**config.mk**
```make
export PLATFORM = sky130hd
export DESIGN_NAME = prefetch_ar_arbiter_flat
export DESIGN_NICKNAME = d
export VERILOG_FILES = /design/src/rtl/prefetch_sched_pkg.sv /design/src/rtl/prefetch_ar_arbiter_if.sv /design/src/rtl/ar_credit_counter.sv /design/src/rtl/prefetch_ar_arbiter.sv /design/src/flat_wrapper.sv
export SDC_FILE = /design/constraint.sdc
export NUM_CORES = 1
export LEC_CHECK = 0
export CELL_PAD_IN_SITES_DETAIL_PLACEMENT = 2
export CELL_PAD_IN_SITES_GLOBAL_PLACEMENT = 2
export CORE_UTILIZATION = 27
export DETAILED_ROUTE_END_ITERATION = 8
export PLACE_DENSITY = 0.82
export SLEW_MARGIN = 30
export SYNTH_ARGS = -nofsm -noshare
export SYNTH_HDL_FRONTEND = slang
export SYNTH_HIERARCHICAL = 1
export SYNTH_SLANG_ARGS = --single-unit
export TNS_END_PERCENT = 1
```
**constraint.sdc**
```tcl
create_clock -name clk -period 4.2 [get_ports clk]
set_clock_uncertainty 0.05 [all_clocks]
set_input_delay 1.26 -clock clk [delete_from_list [all_inputs] [get_ports clk]]
set_output_delay 1.26 -clock clk [all_outputs]
set_load 0.05 [all_outputs]
```
**src/rtl/prefetch_sched_pkg.sv**
```systemverilog
// Shared types and default widths for the prefetch/demand AR scheduler.
// Defaults match the prefetcherTop configuration.
package prefetch_sched_pkg;

  localparam int AR_ADDR_BITS    = 16;
  localparam int AR_LEN_WIDTH    = 8;
  localparam int AR_TID_WIDTH    = 8;
  localparam int AR_FRQ_WIDTH    = 6;
  localparam int AR_OUTSTND_W    = 4;
  localparam int AR_STARVE_LIMIT = 8;

  typedef enum logic {
    IDLE,
    HOLD
  } arb_state_t;

  typedef enum logic {
    SRC_DEMAND,
    SRC_PREFETCH
  } arb_src_t;

  typedef struct packed {
    logic [AR_ADDR_BITS-1:0] addr;
    logic [AR_LEN_WIDTH-1:0] len;
    logic [AR_TID_WIDTH-1:0] id;
  } ar_req_t;

  // Bits needed to hold 0..max_val inclusive.
  function automatic int unsigned cnt_width(input int unsigned max_val);
    return (max_val < 2) ? 1 : $clog2(max_val + 1);
  endfunction

endpackage

```
**src/rtl/prefetch_ar_arbiter_if.sv**
```systemverilog
// Request, AR and R-monitor signals between the requesters, the arbiter and DDR.
// The slave modport is the arbiter's view; master is the surrounding system.
interface prefetch_ar_arbiter_if
  import prefetch_sched_pkg::*;
#(
  parameter int ADDR_BITS       = AR_ADDR_BITS,
  parameter int BURST_LEN_WIDTH = AR_LEN_WIDTH,
  parameter int TID_WIDTH       = AR_TID_WIDTH
);

  logic                       d_valid;
  logic                       d_ready;
  logic [ADDR_BITS-1:0]       d_addr;
  logic [BURST_LEN_WIDTH-1:0] d_len;
  logic [TID_WIDTH-1:0]       d_id;

  logic                       p_valid;
  logic                       p_ready;
  logic [ADDR_BITS-1:0]       p_addr;
  logic [BURST_LEN_WIDTH-1:0] p_len;
  logic [TID_WIDTH-1:0]       p_id;

  logic                       m_ar_valid;
  logic                       m_ar_ready;
  logic [ADDR_BITS-1:0]       m_ar_addr;
  logic [BURST_LEN_WIDTH-1:0] m_ar_len;
  logic [TID_WIDTH-1:0]       m_ar_id;
  logic                       m_ar_isPrefetch;

  logic                       m_r_valid;
  logic                       m_r_ready;
  logic                       m_r_last;

  modport slave (
    input  d_valid, d_addr, d_len, d_id,
    output d_ready,
    input  p_valid, p_addr, p_len, p_id,
    output p_ready,
    output m_ar_valid, m_ar_addr, m_ar_len, m_ar_id, m_ar_isPrefetch,
    input  m_ar_ready,
    input  m_r_valid, m_r_ready, m_r_last
  );

  modport master (
    output d_valid, d_addr, d_len, d_id,
    input  d_ready,
    output p_valid, p_addr, p_len, p_id,
    input  p_ready,
    input  m_ar_valid, m_ar_addr, m_ar_len, m_ar_id, m_ar_isPrefetch,
    output m_ar_ready,
    output m_r_valid, m_r_ready, m_r_last
  );

endinterface

```
**src/rtl/ar_credit_counter.sv**
```systemverilog
// Outstanding-read counter: +1 per accepted AR, -1 per completed burst,
// saturating at both ends, with a sticky flag for a completion at zero.
module ar_credit_counter #(
  parameter int WIDTH = 4
) (
  input  logic             clk,
  input  logic             resetN,
  input  logic             i_inc,
  input  logic             i_dec,
  output logic [WIDTH-1:0] o_count,
  output logic             o_underflow
);

  logic [WIDTH-1:0] r_count;
  logic [WIDTH-1:0] w_count_next;
  logic             r_underflow;
  logic             w_underflow_hit;

  always_comb begin
    w_count_next    = r_count;
    w_underflow_hit = i_dec && (r_count == '0);
    case ({i_inc, i_dec})
      2'b10: if (r_count != '1) w_count_next = r_count + 1'b1;
      2'b01: if (r_count != '0) w_count_next = r_count - 1'b1;
      default: w_count_next = r_count;
    endcase
  end

  always_ff @(posedge clk or negedge resetN) begin
    if (!resetN) begin
      r_count     <= '0;
      r_underflow <= 1'b0;
    end else begin
      r_count <= w_count_next;
      if (w_underflow_hit) r_underflow <= 1'b1;
    end
  end

  assign o_count     = r_count;
  assign o_underflow = r_underflow;

endmodule

```
**src/rtl/prefetch_ar_arbiter.sv**
```systemverilog
// Arbitrates the single DDR AR channel between demand and prefetch reads.
// Demand wins by default; prefetch is spaced, credit-limited and starvation-guarded.
module prefetch_ar_arbiter
  import prefetch_sched_pkg::*;
#(
  parameter int ADDR_BITS         = AR_ADDR_BITS,
  parameter int BURST_LEN_WIDTH   = AR_LEN_WIDTH,
  parameter int TID_WIDTH         = AR_TID_WIDTH,
  parameter int PRFETCH_FRQ_WIDTH = AR_FRQ_WIDTH,
  parameter int OUTSTND_WIDTH     = AR_OUTSTND_W,
  parameter int STARVE_LIMIT      = AR_STARVE_LIMIT
) (
  input  logic                         clk,
  input  logic                         resetN,
  input  logic                         en,
  input  logic [PRFETCH_FRQ_WIDTH-1:0] crs_prefetch_freq,
  input  logic [OUTSTND_WIDTH-1:0]     crs_maxOutstanding,
  output logic [OUTSTND_WIDTH-1:0]     outstanding,
  output logic                         err_underflow,
  prefetch_ar_arbiter_if.slave         bus
);

  localparam int STARVE_W = cnt_width(STARVE_LIMIT);
  localparam logic [STARVE_W-1:0] STARVE_MAX = STARVE_W'(STARVE_LIMIT);

  arb_state_t r_state;
  arb_state_t w_state_next;
  ar_req_t    r_req;
  ar_req_t    w_req_next;
  arb_src_t   r_src;
  arb_src_t   w_src_next;

  logic [PRFETCH_FRQ_WIDTH-1:0] r_freq_cnt;
  logic [STARVE_W-1:0]          r_starve_cnt;

  logic                       w_slot_free;
  logic                       w_cred_ok;
  logic                       w_freq_ok;
  logic                       w_p_elig;
  logic                       w_grant_p;
  logic                       w_grant_d;
  logic                       w_r_done;
  logic [ADDR_BITS-1:0]       w_sel_addr;
  logic [BURST_LEN_WIDTH-1:0] w_sel_len;
  logic [TID_WIDTH-1:0]       w_sel_id;

  assign w_slot_free = (r_state == IDLE) || bus.m_ar_ready;
  assign w_cred_ok   = en && (outstanding < crs_maxOutstanding);
  assign w_freq_ok   = (crs_prefetch_freq == '0) || (r_freq_cnt >= crs_prefetch_freq);
  assign w_p_elig    = bus.p_valid && w_cred_ok && w_freq_ok;
  assign w_grant_p   = w_slot_free && w_p_elig &&
                       (!bus.d_valid || (r_starve_cnt == STARVE_MAX));
  assign w_grant_d   = w_slot_free && bus.d_valid && w_cred_ok && !w_grant_p;
  assign w_r_done    = bus.m_r_valid && bus.m_r_ready && bus.m_r_last;

  assign bus.d_ready = w_grant_d;
  assign bus.p_ready = w_grant_p;

  assign w_sel_addr = w_grant_p ? bus.p_addr : bus.d_addr;
  assign w_sel_len  = w_grant_p ? bus.p_len  : bus.d_len;
  assign w_sel_id   = w_grant_p ? bus.p_id   : bus.d_id;

  // A grant always (re)loads the output register, which also covers the
  // back-to-back case where the held AR leaves in the same cycle.
  always_comb begin
    w_state_next = r_state;
    w_req_next   = r_req;
    w_src_next   = r_src;
    if (w_grant_p || w_grant_d) begin
      w_state_next = HOLD;
      w_req_next   = '{addr: w_sel_addr, len: w_sel_len, id: w_sel_id};
      w_src_next   = w_grant_p ? SRC_PREFETCH : SRC_DEMAND;
    end else if ((r_state == HOLD) && bus.m_ar_ready) begin
      w_state_next = IDLE;
    end
  end

  always_ff @(posedge clk or negedge resetN) begin
    if (!resetN) begin
      r_state <= IDLE;
      r_req   <= '0;
      r_src   <= SRC_DEMAND;
    end else begin
      r_state <= w_state_next;
      r_req   <= w_req_next;
      r_src   <= w_src_next;
    end
  end

  // Spacing counter starts saturated so the first prefetch is not delayed.
  always_ff @(posedge clk or negedge resetN) begin
    if (!resetN) begin
      r_freq_cnt   <= '1;
      r_starve_cnt <= '0;
    end else begin
      if (w_grant_p) begin
        r_freq_cnt <= '0;
      end else if (r_freq_cnt != '1) begin
        r_freq_cnt <= r_freq_cnt + 1'b1;
      end

      if (w_grant_p) begin
        r_starve_cnt <= '0;
      end else if (w_p_elig && bus.d_valid && w_grant_d && (r_starve_cnt != STARVE_MAX)) begin
        r_starve_cnt <= r_starve_cnt + 1'b1;
      end
    end
  end

  ar_credit_counter #(
    .WIDTH (OUTSTND_WIDTH)
  ) u_credit (
    .clk         (clk),
    .resetN      (resetN),
    .i_inc       (w_grant_p || w_grant_d),
    .i_dec       (w_r_done),
    .o_count     (outstanding),
    .o_underflow (err_underflow)
  );

  assign bus.m_ar_valid      = (r_state == HOLD);
  assign bus.m_ar_addr       = r_req.addr;
  assign bus.m_ar_len        = r_req.len;
  assign bus.m_ar_id         = r_req.id;
  assign bus.m_ar_isPrefetch = (r_src == SRC_PREFETCH);

endmodule

```
**src/flat_wrapper.sv**
```systemverilog
// flat-port wrapper written by rule: the top's interface ports become plain ports
module prefetch_ar_arbiter_flat import prefetch_sched_pkg::*;
#(
  parameter int ADDR_BITS         = AR_ADDR_BITS,
  parameter int BURST_LEN_WIDTH   = AR_LEN_WIDTH,
  parameter int TID_WIDTH         = AR_TID_WIDTH,
  parameter int PRFETCH_FRQ_WIDTH = AR_FRQ_WIDTH,
  parameter int OUTSTND_WIDTH     = AR_OUTSTND_W,
  parameter int STARVE_LIMIT      = AR_STARVE_LIMIT
)
  (clk, resetN, en, crs_prefetch_freq, crs_maxOutstanding, outstanding, err_underflow, bus_d_valid, bus_d_addr, bus_d_len, bus_d_id, bus_d_ready, bus_p_valid, bus_p_addr, bus_p_len, bus_p_id, bus_p_ready, bus_m_ar_valid, bus_m_ar_addr, bus_m_ar_len, bus_m_ar_id, bus_m_ar_isPrefetch, bus_m_ar_ready, bus_m_r_valid, bus_m_r_ready, bus_m_r_last);
  prefetch_ar_arbiter_if #(.ADDR_BITS(ADDR_BITS), .BURST_LEN_WIDTH(BURST_LEN_WIDTH), .TID_WIDTH(TID_WIDTH)) bus_i ();
  input  logic clk;
  input  logic resetN;
  input  logic en;
  input  logic [PRFETCH_FRQ_WIDTH-1:0] crs_prefetch_freq;
  input  logic [OUTSTND_WIDTH-1:0] crs_maxOutstanding;
  output logic [OUTSTND_WIDTH-1:0] outstanding;
  output logic err_underflow;
  input wire logic [$bits(bus_i.d_valid)-1:0] bus_d_valid;
  input wire logic [$bits(bus_i.d_addr)-1:0] bus_d_addr;
  input wire logic [$bits(bus_i.d_len)-1:0] bus_d_len;
  input wire logic [$bits(bus_i.d_id)-1:0] bus_d_id;
  output wire logic [$bits(bus_i.d_ready)-1:0] bus_d_ready;
  input wire logic [$bits(bus_i.p_valid)-1:0] bus_p_valid;
  input wire logic [$bits(bus_i.p_addr)-1:0] bus_p_addr;
  input wire logic [$bits(bus_i.p_len)-1:0] bus_p_len;
  input wire logic [$bits(bus_i.p_id)-1:0] bus_p_id;
  output wire logic [$bits(bus_i.p_ready)-1:0] bus_p_ready;
  output wire logic [$bits(bus_i.m_ar_valid)-1:0] bus_m_ar_valid;
  output wire logic [$bits(bus_i.m_ar_addr)-1:0] bus_m_ar_addr;
  output wire logic [$bits(bus_i.m_ar_len)-1:0] bus_m_ar_len;
  output wire logic [$bits(bus_i.m_ar_id)-1:0] bus_m_ar_id;
  output wire logic [$bits(bus_i.m_ar_isPrefetch)-1:0] bus_m_ar_isPrefetch;
  input wire logic [$bits(bus_i.m_ar_ready)-1:0] bus_m_ar_ready;
  input wire logic [$bits(bus_i.m_r_valid)-1:0] bus_m_r_valid;
  input wire logic [$bits(bus_i.m_r_ready)-1:0] bus_m_r_ready;
  input wire logic [$bits(bus_i.m_r_last)-1:0] bus_m_r_last;
  assign bus_i.d_valid = bus_d_valid;
  assign bus_i.d_addr = bus_d_addr;
  assign bus_i.d_len = bus_d_len;
  assign bus_i.d_id = bus_d_id;
  assign bus_d_ready = bus_i.d_ready;
  assign bus_i.p_valid = bus_p_valid;
  assign bus_i.p_addr = bus_p_addr;
  assign bus_i.p_len = bus_p_len;
  assign bus_i.p_id = bus_p_id;
  assign bus_p_ready = bus_i.p_ready;
  assign bus_m_ar_valid = bus_i.m_ar_valid;
  assign bus_m_ar_addr = bus_i.m_ar_addr;
  assign bus_m_ar_len = bus_i.m_ar_len;
  assign bus_m_ar_id = bus_i.m_ar_id;
  assign bus_m_ar_isPrefetch = bus_i.m_ar_isPrefetch;
  assign bus_i.m_ar_ready = bus_m_ar_ready;
  assign bus_i.m_r_valid = bus_m_r_valid;
  assign bus_i.m_r_ready = bus_m_r_ready;
  assign bus_i.m_r_last = bus_m_r_last;
  prefetch_ar_arbiter #(.ADDR_BITS(ADDR_BITS), .BURST_LEN_WIDTH(BURST_LEN_WIDTH), .TID_WIDTH(TID_WIDTH), .PRFETCH_FRQ_WIDTH(PRFETCH_FRQ_WIDTH), .OUTSTND_WIDTH(OUTSTND_WIDTH), .STARVE_LIMIT(STARVE_LIMIT)) u_core (.clk(clk), .resetN(resetN), .en(en), .crs_prefetch_freq(crs_prefetch_freq), .crs_maxOutstanding(crs_maxOutstanding), .outstanding(outstanding), .err_underflow(err_underflow), .bus(bus_i));
endmodule
```
==> flow_summary.toml <==
[outcome]
outcome = "finished clean"

[clock_tree]
cts_buffers = 5
clk_pin_slew_worst_paths_ns = 0.10
clkLatencyLatePin_ns = 0.30
cts_root_buf = "clkbuf_8"
htreeDepth = 2
cts_buffer_depth = 2
tritoncts = "done"
clock_sinks = 49

[worst_setup_path]
endpoint_kind = "output pin"
crit_type = "input port to output pin"
cp_top_family = "compound AO/OA/AOI/OAI gates"
cp.required_ns = 2.89
cp_cell_sequence = "dlygate4sd2_1, inv_2, ha_4, a2111oi_4, o21a_2, nand3_4, and2_4, buf_12"
worst-path-buf-inv = 3
worstPathArrival_ns = 2.81
slowest_stage = "a2111oi_4"
startpoint_type = "input port"
cpPeakStageDelay_ns = 0.41
worstPathMaxFanout = 4

[detailed_routing]
post_drt_via_cell_ratio = 4.63
drc = 0
drt_iter0_markers = 18
vias = 2329
wl_per_cell_um = 17.6
wl_mm = 8.86
first_pass_iters = 4
detail-route-antenna-nets = 0

[pwr]
p_total_mw = 3.28
switchingPower_mw = 1.48
comb_power_share = 0.629
p_clk_frac = 0.092
p_per_area_nw_per_um2 = 716
sequentialPowerShare = 0.279
ir_worst_vdd_mv = 0.335
leakage_nw = 2.06
intPower_mw = 1.80
p_sw_frac = 0.451

[final_layout]
area_growth_pct = 53.3
fill_cells = 1128
layout_commonest_cell = "clkdlybuf4s50_1"
drive_gt1_frac = 0.318
fin_cells = 503
final_nets = 457
layout_common_cells = "110 x clkdlybuf4s50_1, 43 x dfrtp_1, 32 x mux2_4"

[synthesis]
synth-async-reset-ratio = 1.00
synthFlopType = "dfrtp_1"
syn_area_um2 = 2990
synth_cell_types = 49
yosys_warnings = 6
syn_inst = 227
ys_ff_latch = 49
yosysSeqAreaShare = 0.412
synth_fp_nets = 323
synth_enable_flop_cells = 0
syn_area_per_cell_um2 = 13.2

[global_route]
grt_overflow = 0
grt_util_all_layers = 0.157
antenna_found_initial = 1
grt_pass1_vias = 2763
grt_pass1_wl_mm = 14.0
grt_max_degree = 45

[die]
die_h_um = 107
io_pins = 124
core_um2 = 10800
die_w_um = 107
dieArea_um2 = 11500
start_util = 0.276
num_rows = 38

[placement]
dp_cells = 492
dpl.hpwl_mm = 6.81
io_buffers = 123
routabilityCongestion = 0.714

[sta]
setup_viol_count_final = 0
fmax_mhz = 243
fin_crit_ns = 4.12
fin_crit_sh = 0.981
rsz0062_at_grt = "no"
slew_violations = 0
slew-limit-headroom = 0.596
hold_viol = 0
worst_pin_slew_ns = 0.606
setup_tns_ns = 0
whs_ns = 0.426

[run]
maxCapViolCount = 0

[hold_path]
hold_class = "register to register"
==> stage by stage <==
stage	util	cell area (um^2)	worst slack [ns]
6_report	0.423	4590	0.0809
5_1_grt	0.423	4590	0.0176
4_1_cts	0.420	4550	0.00498
3_5_place_dp	0.406	4400	-0.247
3_3_place_gp	0.405	4400	-0.242
2_1_floorplan	-	2990	0.0725
==> cell type report <==
class	count	area, um^2	area share
clock buffers	5	68.8	0.0150
well taps	140	175	0.0382
flip-flops and latches	49	1230	0.269
multi-input cells	153	1670	0.364
clock inverters	3	26.3	0.00573
inverters	15	56.3	0.0123
repair buffers	137	1350	0.295
diodes	1	2.50	0.000546
==> worst paths after layout <==
kind                                                           end                               startpoint  cells after the start  slack, ns
min reg2reg                u_core/u_credit/o_underflow$_DFFE_PN0P_  u_core/u_credit/o_underflow$_DFFE_PN0P_                      1       0.43
max reg2reg                 u_core/u_credit/o_count[2]$_DFFE_PN0P_   u_core/u_credit/o_count[1]$_DFFE_PN0P_                     11       1.12
min in group asynchronous     u_core/bus.m_ar_addr[15]$_DFFE_PN0P_                                   resetN                      1       0.90
min                        u_core/u_credit/o_underflow$_DFFE_PN0P_  u_core/u_credit/o_underflow$_DFFE_PN0P_                      1       0.43
max                                                    bus_d_ready                    crs_maxOutstanding[1]                      8       0.08
max in group asynchronous         u_core/r_freq_cnt[3]$_DFFE_PN1P_                                   resetN                      2       2.59
==> synthesized netlist by cell type (2+ instances only) <==
master	n	area, um^2
mux2_2	27	304
xnor2_1	3	26.3
inv_1	15	56.3
nand4_1	2	12.5
mux2_4	32	480
o211a_1	3	30.0
and3_1	3	18.8
nor2_1	4	15.0
o21a_1	2	15.0
a31oi_1	6	37.5
o2bb2ai_1	2	17.5
nand2b_1	2	12.5
dfrtp_1	43	1080
mux2_1	6	67.6
a32o_1	2	20.0
ha_1	13	163
mux2i_1	3	30.0
nand3b_1	2	15.0
nand3_1	6	30.0
nand2_1	7	26.3
nand2b_4	3	41.3
dfstp_2	6	158
buf_6	9	101
==> what timing repair did <==
item / 4_1_cts / 5_1_grt
resized for setup: 18 / 6
setup endpoints to repair: 2 / 2
endpoints found under the hold margin: 0 / 0
pin swaps: 6 / 6
hold buffers: 0 / 0
setup buffers: 1 / 1
==> power by group through the flow <==
| stage | clock network [mW] | registers [mW] | logic (mW) |
|---|---|---|---|
| after floorplan | 0 | 1.52 | 0.766 |
| after global placement | 0 | 0.895 | 1.97 |
| after detailed placement | 0 | 0.920 | 2.03 |
| after CTS | 0.325 | 0.921 | 2.07 |
| after global routing | 0.337 | 0.956 | 2.19 |
| final | 0.302 | 0.917 | 2.06 |
==> layer usage <==
layer  track usage  part of all wire
met5             0                 0
met2         0.305              0.53
met1         0.170              0.39
met4        0.0372             0.013
met3        0.0357             0.061
==> state kept, by name, summed over array words and instances, names as in the netlist <==
| name | flops |
|---|---|
| u_core/bus.m_ar_id | 8 |
| u_core/bus.m_ar_isPrefetch | 1 |
| u_core/r_starve_cnt | 4 |
| u_core/bus.m_ar_addr | 16 |
| u_core/u_credit/o_count | 4 |
| u_core/u_credit/o_underflow | 1 |
| u_core/bus.m_ar_valid | 1 |
| u_core/bus.m_ar_len | 8 |
| u_core/r_freq_cnt | 6 |
==> logic make-up (layout without fill, tap and decap cells) <==
logic type | after synthesis | count (layout) | share of synthesized area
multiplexers | 68 | 68 | 0.295
flip-flops | 49 | 49 | 0.412
AND/OR/NAND/NOR | 37 | 37 | 0.0819
AO/OA/AOI/OAI | 31 | 31 | 0.0899
buffers and inverters | 25 | 160 | 0.0552
adder cells (fa/ha/maj) | 13 | 13 | 0.0543
XOR/XNOR | 4 | 4 | 0.0117
other | 0 | 1 | 0
(Power assumes the default switching activity.)
